`src/rtl/uart_pkg.sv`:
```
// Shared UART constants: default bit period, 8N1 frame shape and the
// transmit serializer state encoding.
package uart_pkg;

  localparam int BAUD_SET_COUNTER_DEF = 10416;  // 100 MHz / 9600 bps, truncated
  localparam int DATA_BITS            = 8;
  localparam int STOP_BITS            = 1;

  typedef enum logic [1:0] {
    IDLE  = 2'd0,
    START = 2'd1,
    DATA  = 2'd2,
    STOP  = 2'd3
  } tx_state_e;

endpackage

```
`src/rtl/uart_sync_fifo.sv`:
```
// Single-clock byte FIFO with registered full/empty/level flags and a
// sticky overflow flag; shared by the UART transmit and receive paths.
module uart_sync_fifo #(
  parameter int WIDTH = 8,
  parameter int AW    = 4
) (
  input  logic             clk,
  input  logic             rst_n,
  input  logic             wr_en,
  input  logic [WIDTH-1:0] wr_data,
  input  logic             rd_en,
  output logic [WIDTH-1:0] rd_data,
  output logic             full,
  output logic             empty,
  output logic [AW:0]      level,
  output logic             overflow
);

  localparam int DEPTH = 1 << AW;

  logic [WIDTH-1:0] mem [DEPTH];

  logic [AW-1:0] wr_ptr_q, wr_ptr_d;
  logic [AW-1:0] rd_ptr_q, rd_ptr_d;
  logic [AW:0]   level_q, level_d;
  logic          full_q, full_d;
  logic          empty_q, empty_d;
  logic          overflow_q, overflow_d;
  logic          push, pop;

  always_comb begin
    // Flags are from the start of the cycle, so a push while full is refused
    // even if a pop frees a slot on the same edge.
    push       = wr_en && !full_q;
    pop        = rd_en && !empty_q;
    wr_ptr_d   = push ? wr_ptr_q + 1'b1 : wr_ptr_q;
    rd_ptr_d   = pop  ? rd_ptr_q + 1'b1 : rd_ptr_q;
    level_d    = level_q;
    if (push && !pop) begin
      level_d = level_q + 1'b1;
    end else if (pop && !push) begin
      level_d = level_q - 1'b1;
    end
    full_d     = (level_d == (AW+1)'(DEPTH));
    empty_d    = (level_d == '0);
    overflow_d = overflow_q || (wr_en && full_q);
  end

  always_ff @(posedge clk or negedge rst_n) begin
    if (!rst_n) begin
      wr_ptr_q   <= '0;
      rd_ptr_q   <= '0;
      level_q    <= '0;
      full_q     <= 1'b0;
      empty_q    <= 1'b1;
      overflow_q <= 1'b0;
    end else begin
      wr_ptr_q   <= wr_ptr_d;
      rd_ptr_q   <= rd_ptr_d;
      level_q    <= level_d;
      full_q     <= full_d;
      empty_q    <= empty_d;
      overflow_q <= overflow_d;
    end
  end

  always_ff @(posedge clk) begin
    if (push) begin
      mem[wr_ptr_q] <= wr_data;
    end
  end

  // Head is read combinationally so the consumer can pop and load on one edge.
  assign rd_data  = mem[rd_ptr_q];
  assign full     = full_q;
  assign empty    = empty_q;
  assign level    = level_q;
  assign overflow = overflow_q;

endmodule

```
`src/rtl/uart_tx_fifo.sv`:
```
// Buffered 8N1 UART transmitter: bytes queue in a small FIFO and are
// serialized LSB first on a registered, glitch-free txd line.
module uart_tx_fifo
  import uart_pkg::*;
#(
  parameter int BAUD_SET_COUNTER = BAUD_SET_COUNTER_DEF,
  parameter int FIFO_AW          = 4
) (
  input  logic             clk,
  input  logic             rst_n,
  input  logic             wr_en,
  input  logic [7:0]       wr_data,
  output logic             full,
  output logic             empty,
  output logic [FIFO_AW:0] level,
  output logic             overflow,
  output logic             txd,
  output logic             busy,
  output logic             tx_done
);

  localparam int CW = $clog2(BAUD_SET_COUNTER);
  localparam logic [CW-1:0] BAUD_LAST = CW'(BAUD_SET_COUNTER - 1);

  tx_state_e            state_q, state_d;
  logic [CW-1:0]        baud_cnt_q, baud_cnt_d;
  logic [2:0]           bit_idx_q, bit_idx_d;
  logic [DATA_BITS-1:0] shift_q, shift_d;
  logic                 txd_q, txd_d;
  logic                 busy_q, busy_d;
  logic                 tx_done_q, tx_done_d;

  logic                 fifo_rd_en;
  logic [7:0]           fifo_rd_data;
  logic                 fifo_empty;
  logic                 baud_last;

  uart_sync_fifo #(
    .WIDTH (8),
    .AW    (FIFO_AW)
  ) u_fifo (
    .clk      (clk),
    .rst_n    (rst_n),
    .wr_en    (wr_en),
    .wr_data  (wr_data),
    .rd_en    (fifo_rd_en),
    .rd_data  (fifo_rd_data),
    .full     (full),
    .empty    (fifo_empty),
    .level    (level),
    .overflow (overflow)
  );

  assign baud_last = (baud_cnt_q == BAUD_LAST);

  // txd_d is the line level of the *next* state, so txd changes on the same
  // edge as the state and never passes through combinational decode.
  always_comb begin
    state_d    = state_q;
    baud_cnt_d = baud_cnt_q + 1'b1;
    bit_idx_d  = bit_idx_q;
    shift_d    = shift_q;
    txd_d      = txd_q;
    fifo_rd_en = 1'b0;
    case (state_q)
      IDLE: begin
        baud_cnt_d = '0;
        txd_d      = 1'b1;
        if (!fifo_empty) begin
          fifo_rd_en = 1'b1;
          shift_d    = fifo_rd_data;
          state_d    = START;
          txd_d      = 1'b0;
        end
      end
      START: begin
        if (baud_last) begin
          state_d    = DATA;
          baud_cnt_d = '0;
          bit_idx_d  = '0;
          txd_d      = shift_q[0];
        end
      end
      DATA: begin
        if (baud_last) begin
          baud_cnt_d = '0;
          if (bit_idx_q == 3'(DATA_BITS - 1)) begin
            state_d   = STOP;
            bit_idx_d = '0;
            txd_d     = 1'b1;
          end else begin
            bit_idx_d = bit_idx_q + 1'b1;
            shift_d   = {1'b0, shift_q[DATA_BITS-1:1]};
            txd_d     = shift_q[1];
          end
        end
      end
      STOP: begin
        if (baud_last) begin
          baud_cnt_d = '0;
          txd_d      = 1'b1;
          if (bit_idx_q == 3'(STOP_BITS - 1)) begin
            state_d = IDLE;
          end else begin
            bit_idx_d = bit_idx_q + 1'b1;
          end
        end
      end
      default: begin
        state_d = IDLE;
        txd_d   = 1'b1;
      end
    endcase
    busy_d    = (state_d != IDLE);
    tx_done_d = (state_d == STOP) && (baud_cnt_d == BAUD_LAST) &&
                (bit_idx_d == 3'(STOP_BITS - 1));
  end

  always_ff @(posedge clk or negedge rst_n) begin
    if (!rst_n) begin
      state_q    <= IDLE;
      baud_cnt_q <= '0;
      bit_idx_q  <= '0;
      shift_q    <= '0;
      txd_q      <= 1'b1;
      busy_q     <= 1'b0;
      tx_done_q  <= 1'b0;
    end else begin
      state_q    <= state_d;
      baud_cnt_q <= baud_cnt_d;
      bit_idx_q  <= bit_idx_d;
      shift_q    <= shift_d;
      txd_q      <= txd_d;
      busy_q     <= busy_d;
      tx_done_q  <= tx_done_d;
    end
  end

  assign empty   = fifo_empty;
  assign txd     = txd_q;
  assign busy    = busy_q;
  assign tx_done = tx_done_q;

endmodule
```
`config.mk`:
```
export PLATFORM = sky130hd
export DESIGN_NAME = uart_tx_fifo
export DESIGN_NICKNAME = d
export VERILOG_FILES = /design/src/rtl/uart_pkg.sv /design/src/rtl/uart_sync_fifo.sv /design/src/rtl/uart_tx_fifo.sv
export SDC_FILE = /design/constraint.sdc
export NUM_CORES = 1
export LEC_CHECK = 0
export BUFFER_PORTS_ARGS = -buffer_cell sky130_fd_sc_hd__buf_2
export CAP_MARGIN = 10
export CORE_ASPECT_RATIO = 1.25
export CORE_MARGIN = 1.5
export CORE_UTILIZATION = 40
export CTS_CLUSTER_SIZE = 24
export DETAILED_ROUTE_END_ITERATION = 12
export SLEW_MARGIN = 10
export SYNTH_ARGS = -nofsm -noshare
export SYNTH_HDL_FRONTEND = slang
export SYNTH_HIERARCHICAL = 1
export SYNTH_SLANG_ARGS = --single-unit
```
`constraint.sdc`:
```
create_clock -name clk -period 2.65 [get_ports clk]
set_clock_uncertainty 0.15 [all_clocks]
set_input_delay 0.3975 -clock clk [delete_from_list [all_inputs] [get_ports clk]]
set_output_delay 0.3975 -clock clk [all_outputs]
set_load 0.05 [all_outputs]
```
After elaboration in Yosys (flattened, before gate mapping)
Memory sizes are Yosys's and may differ from the RTL's.
Index checks and enable logic that the tools add are counted.

storage, ports and cells
  bits in registers = 46
  RAM bits = 128
  input bits = 11
  output and inout port bits = 11
  word-level logic and storage cells = 85
  memories = 1

memories
  memory      words  bits a word  read ports  clocked after memory_dff  wr ports  RTL line              source
  u_fifo.mem  16     8            1           0                         1         uart_sync_fifo.sv:21  logic [WIDTH-1:0] mem [DEPTH];

cells by class
  $add $sub $neg = 6
  equal/unequal tests = 13
  muxes and demuxes = 31
  reduce and logical (&&, ||, !) cells = 21

operators with widths
  cell                                               count
  equality test 14 bit (second input constant)       2
  one-hot mux 14 bit (2 select lines)                1
  2-to-1 mux 8 bit                                   3
  one-hot mux 8 bit (2 select lines)                 1
  2-to-1 mux 3 bit                                   5
  adder 14 x 1 -> 14 bit (second input constant)     1
  2-to-1 mux 14 bit                                  1
  2-to-1 mux 2 bit                                   6
  2-to-1 mux 5 bit                                   2
  != test 2 bit (second input constant)              5
  2-to-1 mux 1 bit                                   9
  one-hot mux 3 bit (3 select lines)                 1
  adder 4 x 1 -> 4 bit (second input constant)       2
  one-hot mux 2 bit (4 select lines)                 1
  logical AND 1 bit                                  7
  equality test 2 bit (second input constant)        3
  zero test 3 bit                                    2
  adder 5 x 1 -> 5 bit (second input constant)       1
  equality test 5 bit (second input constant)        1
  zero test 5 bit                                    1
  subtractor 5 x 1 -> 5 bit (second input constant)  1
  zero test 1 bit                                    4
  one-hot mux 1 bit (4 select lines)                 1
  AND reduction 4 bit                                1
  other kinds (8)                                    9

Longest topological paths before layout
Gate-level depths: netlist of the first run.

  word-level depth = 7
  gate-level depth with buffers = 8
  mapped depth without buffers = 8

By module
The synthesis of the first run kept the hierarchy.

by module, submodules not included
  module          instances  cells an instance  area an instance (um^2)  sequential area each (um^2)
  uart_sync_fifo  1          299                5800.6                   4245.3
  uart_tx_fifo    1          173                1714.1                   752.0

Worst setup path after synthesis of the first run
OpenSTA, ideal clock, no wires.

  kind = register to register
  start = register u_fifo.level_q[0] (netlist: u_fifo/level[0])
  end = register u_fifo.full_q (netlist: u_fifo/full)
  setup time = 0.080 ns
  arrival = 2.026 ns
  required time = 2.420 ns
  slack = 0.394 ns
  stages on the path, launching flop included = 7
  path buffers = 0
  clock period less this slack = 2.256 ns
  cells stage by stage = dfrtp_1 > inv_1 > ha_1 > or4_4 > o211ai_2 > o21ai_2 > nor3b_2

between the ends
  cells in the longest elaborated chain, start to end = 4
  elaborated cells between the ends (all ways) = 5
  those cells by class = add/sub: 2; eq/ne: 1; mux: 2

ends and longest elaborated chain
  element                    RTL line              source
  start, declared            uart_sync_fifo.sv:25  logic [AW:0] level_q, level_d;
  start signal, assigned     uart_sync_fifo.sv:60  level_q <= level_d;
  subtractor 5 x 1 -> 5 bit  uart_sync_fifo.sv:42  level_d = level_q - 1'b1;
  2-to-1 mux 5 bit           uart_sync_fifo.sv:41  end else if (pop && !push) begin
  2-to-1 mux 5 bit (*)       uart_sync_fifo.sv:39  if (push && !pop) begin
  equality test 5 bit (*)    uart_sync_fifo.sv:44  full_d = (level_d == (AW+1)'(DEPTH));
  via u_fifo.full_d          uart_sync_fifo.sv:26  logic full_q, full_d;
  end signal, assigned       uart_sync_fifo.sv:61  full_q <= full_d;
  end, declared              uart_sync_fifo.sv:26

Mark *: on every way through the listed nets, which the timed path passes. The rest lies on a longest branch.
A chain may end at the register's enable or synchronous reset.

Final worst setup path of the first run
  start = register baud_cnt_q[0]
  end = register tx_done_q (netlist: tx_done)

between the ends
  cells in the longest elaborated chain, start to end = 6
  elaborated cells between the ends (all ways) = 17
  those cells by class = add/sub: 1; eq/ne: 3; mux: 10; reduce/logical: 3

ends and longest elaborated chain
  element                                                                                    RTL line                                                    source
  start, declared                                                                            uart_tx_fifo.sv:26                                          logic [CW-1:0] baud_cnt_q, baud_cnt_d;
  start signal, assigned                                                                     uart_tx_fifo.sv:130                                         baud_cnt_q <= baud_cnt_d;
  adder 14 x 1 -> 14 bit or equality test 14 bit (tied branches)                             uart_tx_fifo.sv:60, uart_tx_fifo.sv:54
  2-to-1 mux 14 bit (tied with other cells)                                                  uart_tx_fifo.sv:77, uart_tx_fifo.sv:85, uart_tx_fifo.sv:99
  one-hot mux 14 bit (2 select lines) or one-hot mux 2 bit (4 select lines) (tied branches)  uart_tx_fifo.sv:65                                          case (state_q)
  equality test 14 bit or equality test 2 bit (tied branches)                                uart_tx_fifo.sv:115                                         tx_done_d = (state_d == STOP) && (baud_cnt_d == BAUD_LAST) &&
  logical AND 1 bit                                                                          uart_tx_fifo.sv:115
  logical AND 1 bit (*)                                                                      uart_tx_fifo.sv:115
  via tx_done_d                                                                              uart_tx_fifo.sv:31                                          logic tx_done_q, tx_done_d;
  end signal, assigned                                                                       uart_tx_fifo.sv:135                                         tx_done_q <= tx_done_d;
  end, declared                                                                              uart_tx_fifo.sv:31

Marked as above.

==> flow_metrics.py, run 1 <==
metrics = {
    "timing": {
        "finalSetupViolations": 0,
        "max_slew.worst_pin.slew_ps": 1030,
        "rsz0062_at_grt": "no",
        "slew_viol_final": 0,
        "tns_ps": 0,
        "max_slew_margin_pct": 31.5,
        "layout_min_cycle_time_ps": 2290,
        "hold_viol_final": 0,
        "setup_ws_ps": 357,
        "fin_crit_sh_pct": 86.5,
        "fmax_mhz": 436,
    },
    "final_layout": {
        "design_area_um2": 8490,
        "drive_above_1_share_pct": 23.6,
        "area_growth_pct": 13.0,
        "n_antenna_cell": 0,
        "n_fill_cell": 1579,
        "final_nets": 525,
    },
    "setup_path": {
        "worstPathMaxFanout": 8,
        "crit_family": "simple AND/OR/NAND/NOR gates",
        "slowest_stage": "dfrtp_1",
        "reg2reg_depth": 8,
        "cp_cell_sequence": "ha_1, and3_2, nand4_2, buf_4, nor4_1, o31ai_1, nand3b_1, nor4b_4",
        "arrival_ps": 2480,
        "critical_path_class": "flip-flop to flip-flop",
        "crit_path_start_kind": "flip-flop",
        "slowest_delay_ps": 430,
        "path_buf_inv": 1,
        "cp_data_required_time_ps": 2840,
        "cp-end-kind": "flip-flop",
        "worst-path-stages": 8,
    },
    "logic_synthesis": {
        "synth_flop_cell": "edfxtp_1",
        "synth-seq-area-share_pct": 66.5,
        "synth_nets": 494,
        "synth_seq_cells": 174,
        "postSynthCellCount": 472,
        "yosysWarnings": 6,
        "ys_types": 61,
        "syn_area_um2": 7510,
        "ys_async_sr_fraction_pct": 26.4,
        "synth_edf_count": 128,
        "avgSynthCellArea_um2": 15.9,
    },
    "drt": {
        "drc": 0,
        "first_iter_violations": 266,
        "drtPass1Iterations": 5,
        "vias_per_cell": 5.44,
        "postRouteAntennaNets": 0,
        "vias": 4051,
        "routed_wl_um": 14400,
        "wire_per_inst_um": 19.3,
    },
    "clock_tree": {
        "htree_levels": 4,
        "cts_setup_buffers": 0,
        "path_clk_slew_ps": 70,
        "clock-sinks": 174,
        "cts_tree": "done",
        "clk_latency_ps": 440,
        "cts_made_buffers": 17,
        "root_buffer": "clkbuf_16",
        "hold_buffers": 0,
        "max-clock-path-buffers": 2,
        "cts_resized": 0,
    },
    "place": {
        "pre_cts_slack_ps": 395,
        "portBuffers": 21,
        "gp_congestion": 0.834,
        "dp_hpwl_um": 9440,
        "dpl-instance-area_um2": 7880,
    },
    "global_route": {
        "antenna_found_initial": 0,
        "gr-total-overflow": 0,
        "grt_pass1_vias": 4184,
        "grt_usage_pct": 15.7,
        "grt_max_degree": 47,
        "grt_pass1_wl_um": 23200,
    },
    "run_status": {
        "outcome": "completed",
    },
    "floorplan": {
        "core_area_um2": 18200,
        "die_width_um": 126,
        "die_y_um": 156,
        "row_count": 55,
        "initial_utilization_pct": 41.2,
        "die_area_um2": 19600,
        "io_pins": 22,
    },
    "power": {
        "seq_power_share_pct": 42.7,
        "total_power_mw": 8.59,
        "p_leak_nw": 3.02,
        "powerDensity_nw_per_um2": 1010,
        "p_sw_mw": 2.91,
        "swShare_pct": 33.9,
        "internal_power_mw": 5.68,
        "clockPowerShare_pct": 29.0,
        "ir_drop_mv": 0.499,
        "p_comb_share_pct": 28.2,
    },
    "hold_path": {
        "hp-class": "primary input to async pin",
    },
    "run": {
        "maxCapViolations": 0,
    },
}
## Yosys cell counts, types with 6 or more instances
library cell	instances	area (µm²)
nand3_1	12	60.1
a21oi_1	13	65.1
nor2_1	30	113
o21ai_0	9	45.0
mux2i_1	8	80.1
and2_1	17	106
a22oi_1	16	120
ha_1	11	138
mux4_2	32	721
inv_1	11	41.3
xnor2_1	15	131
nand2_1	28	105
edfxtp_1	128	3840
xor2_1	6	52.6
dfrtp_1	44	1100
## final timing paths
path | to | start | slack, ps
setup reg to reg | tx_done | baud_cnt_q[0] | 360
setup / recovery | tx_done | baud_cnt_q[0] | 360
hold / removal | baud_cnt_q[11] | rst_n | 0.03
hold reg to reg | u_fifo/overflow | u_fifo/overflow | 310
min in group clk | u_fifo/overflow | wr_en | 100
max in group asynchronous | u_fifo/rd_ptr_q[0] | rst_n | 1650
## through the flow
step / hold WS, ps / util [%] / cells
after floorplan: -48.1 / - / 472
after global placement: 289 / 43.2 / 712
after detailed placement: 292 / 43.2 / 712
after CTS: 29.9 / 46.6 / 744
after global routing: 89.5 / 46.6 / 744
final: 0.0251 / 46.6 / 744
## power by group through the flow
stage,logic [mW],registers (mW),clock network (mW)
after floorplan,1.61,3.84,0
after global placement,2.40,3.70,0
after detailed placement,2.43,3.72,0
after CTS,2.45,3.67,2.56
after global routing,2.63,3.72,2.65
final,2.42,3.67,2.49
## placed cells by master, fill, tap and decap left out, drive strengths merged, types with 5 or more instances in the layout
master  netlist  layout
dfrtp        44      44
nand3        13      13
nor2         31      31
clkbuf        6      17
nand4         6       6
xor2          7       7
and2         17      17
clkinv        0       7
mux2i         8       8
and3          7       7
mux4         32      32
a22oi        16      16
buf          14      32
ha           11      11
nor3          6       6
nor2b         5       5
edfxtp      128     128
nand2        28      28
o21ai        12      12
a21oi        14      14
xnor2        15      15
inv          11      19
## registers in the layout, indices dropped and copies added (netlist names)
signal           count
u_fifo/overflow      1
baud_cnt_q          14
u_fifo/full          1
shift_q              8
u_fifo/mem         128
u_fifo/wr_ptr_q      4
u_fifo/level         5
u_fifo/empty         1
tx_done              1
state_q              2
u_fifo/rd_ptr_q      4
txd                  1
busy                 1
bit_idx_q            3
## layer usage
metal	up-vias	global-route usage, %	share of wire, %
met5	-	0	0
met4	0	4.60	0.97
met3	9	4.34	4.5
met2	97	26.5	52
met1	2075	19.9	43
li1	1870	-	-
## worst register-to-register path: cells and delay by family, from the launching register on
| kind | cells | cell delay [ps] |
|---|---|---|
| AO/OA/AOI/OAI | 1 | 300 |
| adder cells (fa/ha/maj) | 1 | 280 |
| buffers and inverters | 1 | 190 |
| flip-flops | 1 | 430 |
| AND/OR/NAND/NOR | 5 | 850 |
## logic make-up after synthesis
family                   after synthesis  share of synthesized area, %
adder cells (fa/ha/maj)               11                          1.83
AND/OR/NAND/NOR                      135                          10.5
buffers and inverters                 31                          2.46
AO/OA/AOI/OAI                         59                          5.41
flip-flops                           174                          66.5
XOR/XNOR                              22                          2.66
multiplexers                          40                          10.7
## cell type report
cell class,instances,area [µm²],share of cell area (%)
Tap cell,228,285,3.36
Timing Repair Buffer,32,225,2.65
Multi-Input combinational cell,267,2330,27.5
Inverter,11,41.3,0.486
Clock buffer,17,425,5.01
Clock inverter,15,186,2.19
Sequential cell,174,5000,58.8
No activity file was read; power rests on OpenSTA's default activity.
==> run 2, diff against run 1 <==
- CORE_ASPECT_RATIO: 1.25 -> default
==> run 2 against run 1 <==
Net effect: count of clock-buffer cells in the layout stayed put; first-iteration DRC count is 18% lower; global-route usage hardly changed; critical path type unchanged.
==> flow_metrics.py, run 2 (synthesis gave the netlist of run 1 again) <==
metrics = {
    "final_layout": {
        "n_fill_cell": 1542,
        "instances_no_fill": 746,
        "drive_above_1_share_pct": 23.6,
        "design_area_um2": 8500,
        "utilization_pct": 46.7,
        "final_nets": 526,
        "n_antenna_cell": 0,
        "largest_register_ffs": 128,
        "area_growth_pct": 13.1,
        "final_cell_mix": "128 x edfxtp_1, 43 x dfrtp_1, 32 x mux4_2, 30 x nor2_1, 28 x nand2_1",
        "top_register": "u_fifo/mem",
        "final_common_cell": "edfxtp_1",
        "reg_top3": "u_fifo/mem (128), baud_cnt_q (14), shift_q (8)",
    },
    "setup_path": {
        "rr_startpoint": "baud_cnt_q[0]",
        "arrival_ps": 2620,
        "cp_data_required_time_ps": 2840,
        "path_buf_inv": 0,
        "regToRegSetupSlack_ps": 210,
        "slowest_delay_ps": 420,
        "cp-end-kind": "flip-flop",
        "crit_path_start_kind": "flip-flop",
        "r2r-end": "tx_done",
        "crit_family": "simple AND/OR/NAND/NOR gates",
        "cp_cell_sequence": "ha_1, and3_2, nand4_2, o21ai_1, nand3_1, nor4b_2, nor4b_4",
        "worstPathMaxFanout": 13,
        "slowest_stage": "dfrtp_1",
        "reg2reg_depth": 7,
        "critical_path_class": "flip-flop to flip-flop",
    },
    "clock_tree": {
        "path_clk_slew_ps": 70,
        "cts_tree": "done",
        "cts_setup_buffers": 0,
        "cts_resized": 0,
        "clk_latency_ps": 430,
        "root_buffer": "clkbuf_16",
        "hold_buffers": 1,
        "cts_made_buffers": 17,
        "max-clock-path-buffers": 2,
        "clock-sinks": 174,
        "htree_levels": 4,
    },
    "floorplan": {
        "io_pins": 22,
        "row_count": 49,
        "die_y_um": 140,
        "core_area_um2": 18200,
        "die_area_um2": 19600,
        "die_width_um": 140,
        "initial_utilization_pct": 41.3,
    },
    "hold_path": {
        "min_path_cells": 2,
        "min_to": "u_fifo/overflow",
        "hp-start": "wr_en",
        "hp-class": "primary input to flip-flop",
    },
    "timing": {
        "max_slew_margin_pct": 45.7,
        "tns_ps": 0,
        "finalSetupViolations": 0,
        "layout_min_cycle_time_ps": 2440,
        "fin_crit_sh_pct": 92.0,
        "rsz0062_at_grt": "no",
        "slew_viol_final": 0,
        "hold_viol_final": 0,
        "max_slew.worst_pin.slew_ps": 812,
        "fmax_mhz": 410,
        "setup_ws_ps": 211,
    },
    "global_route": {
        "grt_max_degree": 36,
        "antenna_found_initial": 0,
        "grt_pass1_vias": 4226,
        "grt_usage_pct": 15.8,
        "grt_pass1_wl_um": 23300,
        "gr-total-overflow": 0,
    },
    "place": {
        "dpl-instance-area_um2": 7870,
        "pre_cts_slack_ps": 294,
        "gp_congestion": 0.821,
        "place_inst": 713,
        "portBuffers": 21,
        "dp_hpwl_um": 9160,
    },
    "power": {
        "ir_drop_mv": 0.601,
        "powerDensity_nw_per_um2": 1000,
        "p_leak_nw": 3.02,
    },
    "drt": {
        "vias": 4057,
        "wire_per_inst_um": 19.0,
        "first_iter_violations": 217,
        "vias_per_cell": 5.44,
        "drc": 0,
        "postRouteAntennaNets": 0,
        "drtPass1Iterations": 6,
        "routed_wl_um": 14200,
    },
    "run_status": {
        "outcome": "completed",
    },
    "run": {
        "maxCapViolations": 0,
    },
}
## run 2: layer usage
metal	share of wire [%]	routed length [µm]	global-route usage, %
met1	46	6510	20.7
met4	1.3	188	5.21
met5	0	0	0
met2	50	7070	26.1
met3	3.1	436	3.62
## run 2: worst max-delay path by stage
stage	from	to	slack, ps	depth (start not counted)
2_1_floorplan	u_fifo/level[0]	u_fifo/full	390	6
3_3_place_gp	baud_cnt_q[0]	tx_done	370	7
3_5_place_dp	baud_cnt_q[0]	tx_done	290	7
4_1_cts	baud_cnt_q[0]	tx_done	250	7
5_1_grt	baud_cnt_q[0]	tx_done	90	7
6_report	baud_cnt_q[0]	tx_done	210	7
## run 2: worst register-to-register path: cells and delay by family, from the launching register on
| kind | cells | cell delay (ps) |
|---|---|---|
| AO/OA/AOI/OAI | 1 | 290 |
| adder cells (fa/ha/maj) | 1 | 270 |
| AND/OR/NAND/NOR | 5 | 1210 |
| flip-flops | 1 | 420 |
## run 2: cell type report
cell class / count / area, µm² / area share (%)
Sequential cell: 174 / 5000 / 58.8
Clock inverter: 15 / 190 / 2.24
Inverter: 11 / 41.3 / 0.486
Tap cell: 229 / 287 / 3.37
Multi-Input combinational cell: 267 / 2330 / 27.4
Timing Repair Buffer: 33 / 223 / 2.62
Clock buffer: 17 / 425 / 5.01
## run 2: report_power, final
part | internal, mW | total, mW | switching (mW)
Clock | 1.28 | 2.49 | 1.21
Sequential | 3.36 | 3.64 | 0.275
Combinational | 0.999 | 2.40 | 1.40
## run 2: stage by stage
stage	power, mW	hold WS [ps]
global route	8.96	77.5
detailed placement	6.11	298
floorplan	5.46	-48.1
CTS	8.60	67.7
global placement	6.06	288
finish	8.52	83.3
==> run 3, diff against run 2 <==
- GPL_TIMING_DRIVEN: default -> 0
- SYNTH_HIERARCHICAL: 1 -> default
==> run 3 against run 2 <==
Net effect: synthesized area is 2.7% lower; register-to-register slack worse by 90 ps; sequential share of layout area grew 0.83 points; combinational power up 7%; utilization hardly changed; non-clock buffer count up 15; die area down 2.7%; wire length rose by 3.6%; via count is 1.8% higher; sequential power hardly changed; total power up 3.0%; critical path type unchanged; critical endpoint unchanged; largest cell class unchanged.
==> flow_metrics.py, run 3 <==
metrics = {
    "setup_path": {
        "slowest_stage": "or4b_4",
        "critical_path_class": "flip-flop to flip-flop",
        "worstPathMaxFanout": 10,
        "path_buf_inv": 2,
        "reg2reg_depth": 8,
        "slowest_delay_ps": 550,
        "cp-end-kind": "flip-flop",
        "worst-path-stages": 8,
        "arrival_ps": 2740,
        "cp_data_required_time_ps": 2850,
        "crit_path_start_kind": "flip-flop",
        "crit_family": "simple AND/OR/NAND/NOR gates",
        "r2r-end": "tx_done",
        "rr_startpoint": "baud_cnt_q[9]",
        "regToRegSetupSlack_ps": 120,
        "cp_cell_sequence": "or4b_4, nor4_4, buf_4, buf_6, nand3_1, o211ai_2, and4bb_1, o2111a_1",
    },
    "timing": {
        "tns_ps": 0,
        "layout_min_cycle_time_ps": 2530,
        "hold_viol_final": 0,
        "rsz0062_at_grt": "no",
        "finalSetupViolations": 0,
        "whs_ps": 15.6,
        "setup_ws_ps": 116,
        "max_slew.worst_pin.slew_ps": 1060,
        "fmax_mhz": 395,
        "slew_viol_final": 0,
        "max_slew_margin_pct": 29.5,
        "fin_crit_sh_pct": 95.6,
    },
    "final_layout": {
        "final_cell_mix": "128 x edfxtp_1, 45 x nor2_1, 43 x dfrtp_1, 33 x mux4_2, 25 x a21oi_1",
        "utilization_pct": 46.6,
        "top_register": "u_fifo.mem",
        "final_nets": 527,
        "instances_no_fill": 746,
        "n_antenna_cell": 0,
        "final_common_cell": "edfxtp_1",
        "reg_top3": "u_fifo.mem (128), baud_cnt_q (14), shift_q (8)",
        "drive_above_1_share_pct": 23.2,
        "area_growth_pct": 14.6,
        "largest_register_ffs": 128,
    },
    "power": {
        "internal_power_mw": 5.87,
        "p_sw_mw": 2.91,
        "p_comb_share_pct": 29.2,
        "powerDensity_nw_per_um2": 1050,
        "clockPowerShare_pct": 29.1,
        "seq_power_share_pct": 41.7,
        "ir_drop_mv": 0.537,
        "swShare_pct": 33.2,
        "p_leak_nw": 2.97,
    },
    "clock_tree": {
        "hold_buffers": 0,
        "max-clock-path-buffers": 2,
        "clk_latency_ps": 430,
        "clock-sinks": 174,
        "htree_levels": 4,
        "root_buffer": "clkbuf_16",
        "path_clk_slew_ps": 70,
        "cts_tree": "done",
        "cts_made_buffers": 17,
    },
    "drt": {
        "wire_per_inst_um": 19.7,
        "wl_met3_um": 520,
        "postRouteAntennaNets": 0,
        "wl_met1_um": 6410,
        "met2_length_um": 7520,
        "vias_per_cell": 5.53,
        "first_iter_violations": 427,
        "drtPass1Iterations": 4,
        "highest_layer": "met4",
        "routed_wl_um": 14700,
        "drc": 0,
        "vias": 4128,
    },
    "logic_synthesis": {
        "synth_edf_count": 128,
        "synth_flop_cell": "edfxtp_1",
        "yosysWarnings": 0,
        "postSynthCellCount": 461,
        "synth_area_leaders": "edfxtp_1 53%, dfrtp_1 15%, mux4_2 10%",
        "syn_area_um2": 7310,
        "synth_top_area_share_pct": 52.6,
        "synth_common_cells": "128 x edfxtp_1, 45 x nor2_1, 44 x dfrtp_1",
        "ys_async_sr_fraction_pct": 26.4,
        "avgSynthCellArea_um2": 15.9,
        "synth-seq-area-share_pct": 68.4,
        "yosysTopAreaCell": "edfxtp_1",
        "synth_most_common_cell": "edfxtp_1",
        "ys_types": 54,
        "synth_seq_cells": 174,
        "synth_nets": 483,
    },
    "place": {
        "pre_cts_slack_ps": -136,
        "place_inst": 714,
        "gp_congestion": 0.792,
        "portBuffers": 21,
        "dp_hpwl_um": 9630,
    },
    "floorplan": {
        "core_area_um2": 18000,
        "initial_utilization_pct": 40.7,
        "row_count": 49,
        "die_y_um": 138,
        "io_pins": 22,
        "die_width_um": 138,
        "die_area_um2": 19100,
    },
    "global_route": {
        "gr-total-overflow": 0,
        "grt_pass1_vias": 4153,
        "antenna_found_initial": 0,
        "grt_usage_pct": 16.2,
        "grt_max_degree": 47,
        "grt_pass1_wl_um": 23300,
    },
    "hold_path": {
        "hp-class": "primary input to async pin",
    },
    "run_status": {
        "outcome": "completed",
    },
    "run": {
        "maxCapViolations": 0,
    },
}
==> run 3: worst max path at each step <==
stage          slack [ps]               start                to
6_report              120       baud_cnt_q[9]           tx_done
5_1_grt                 2       baud_cnt_q[9]           tx_done
4_1_cts                 1  u_fifo.rd_ptr_q[1]        shift_q[7]
3_5_place_dp         -140  u_fifo.rd_ptr_q[0]        shift_q[2]
3_3_place_gp         -310               wr_en  u_fifo.mem[3][1]
2_1_floorplan         310         u_fifo.full  u_fifo.mem[3][0]
==> run 3: cell type report <==
class	instances	area, µm²
plain buffers	22	135
clock buffers	17	425
clock inverters	14	176
fillers	1556	9590
inverters	9	33.8
multi-input cells	255	2180
flip-flops and latches	174	5000
well taps	229	287
repair buffers	26	143
==> run 3: power by group through the flow <==
stage	combinational [mW]	sequential [mW]	clock [mW]
finish	2.56	3.66	2.55
floorplan	1.69	3.86	0
global placement	2.51	3.66	0
CTS	2.59	3.66	2.59
detailed placement	2.59	3.69	0
global route	2.80	3.72	2.70
==> run 3: repair_timing <==
item	4_1_cts	5_1_grt
setup endpoints to repair	7	9
gates resized for setup	3	9
pin swaps	1	1
buffers inserted	2	0
gates cloned	0	0
==> run 3: routing by layer <==
metal  global-route usage, %  vias up
li1                        -     1864
met1                    21.2     2171
met2                    26.8       77
met3                    3.46       16
met4                    5.93        0
met5                       0        -
==> run 3: cells by family after synthesis <==
| family | share of synthesized area (%) |
|---|---|
| AOI/OAI and AO/OA | 5.65 |
| buffers and inverters | 2.14 |
| xor gates and xnor gates | 2.88 |
| adders and majority gates | 1.88 |
| muxes | 10.6 |
| DFF | 68.4 |
| and+or+nand+nor | 8.46 |
==> run 3: stage by stage <==
stage	area, µm²	power [mW]
2_1_floorplan	7310	5.54
3_3_place_gp	7700	6.17
3_5_place_dp	7740	6.28
4_1_cts	8360	8.85
5_1_grt	8380	9.22
6_report	8380	8.78
==> run 3: worst reg2reg max path: cells and delay by family (launching register included) <==
kind	cells	cell delay [ps]
compound gates	2	310
flops	1	460
buf+inv	2	310
simple gates	4	1240
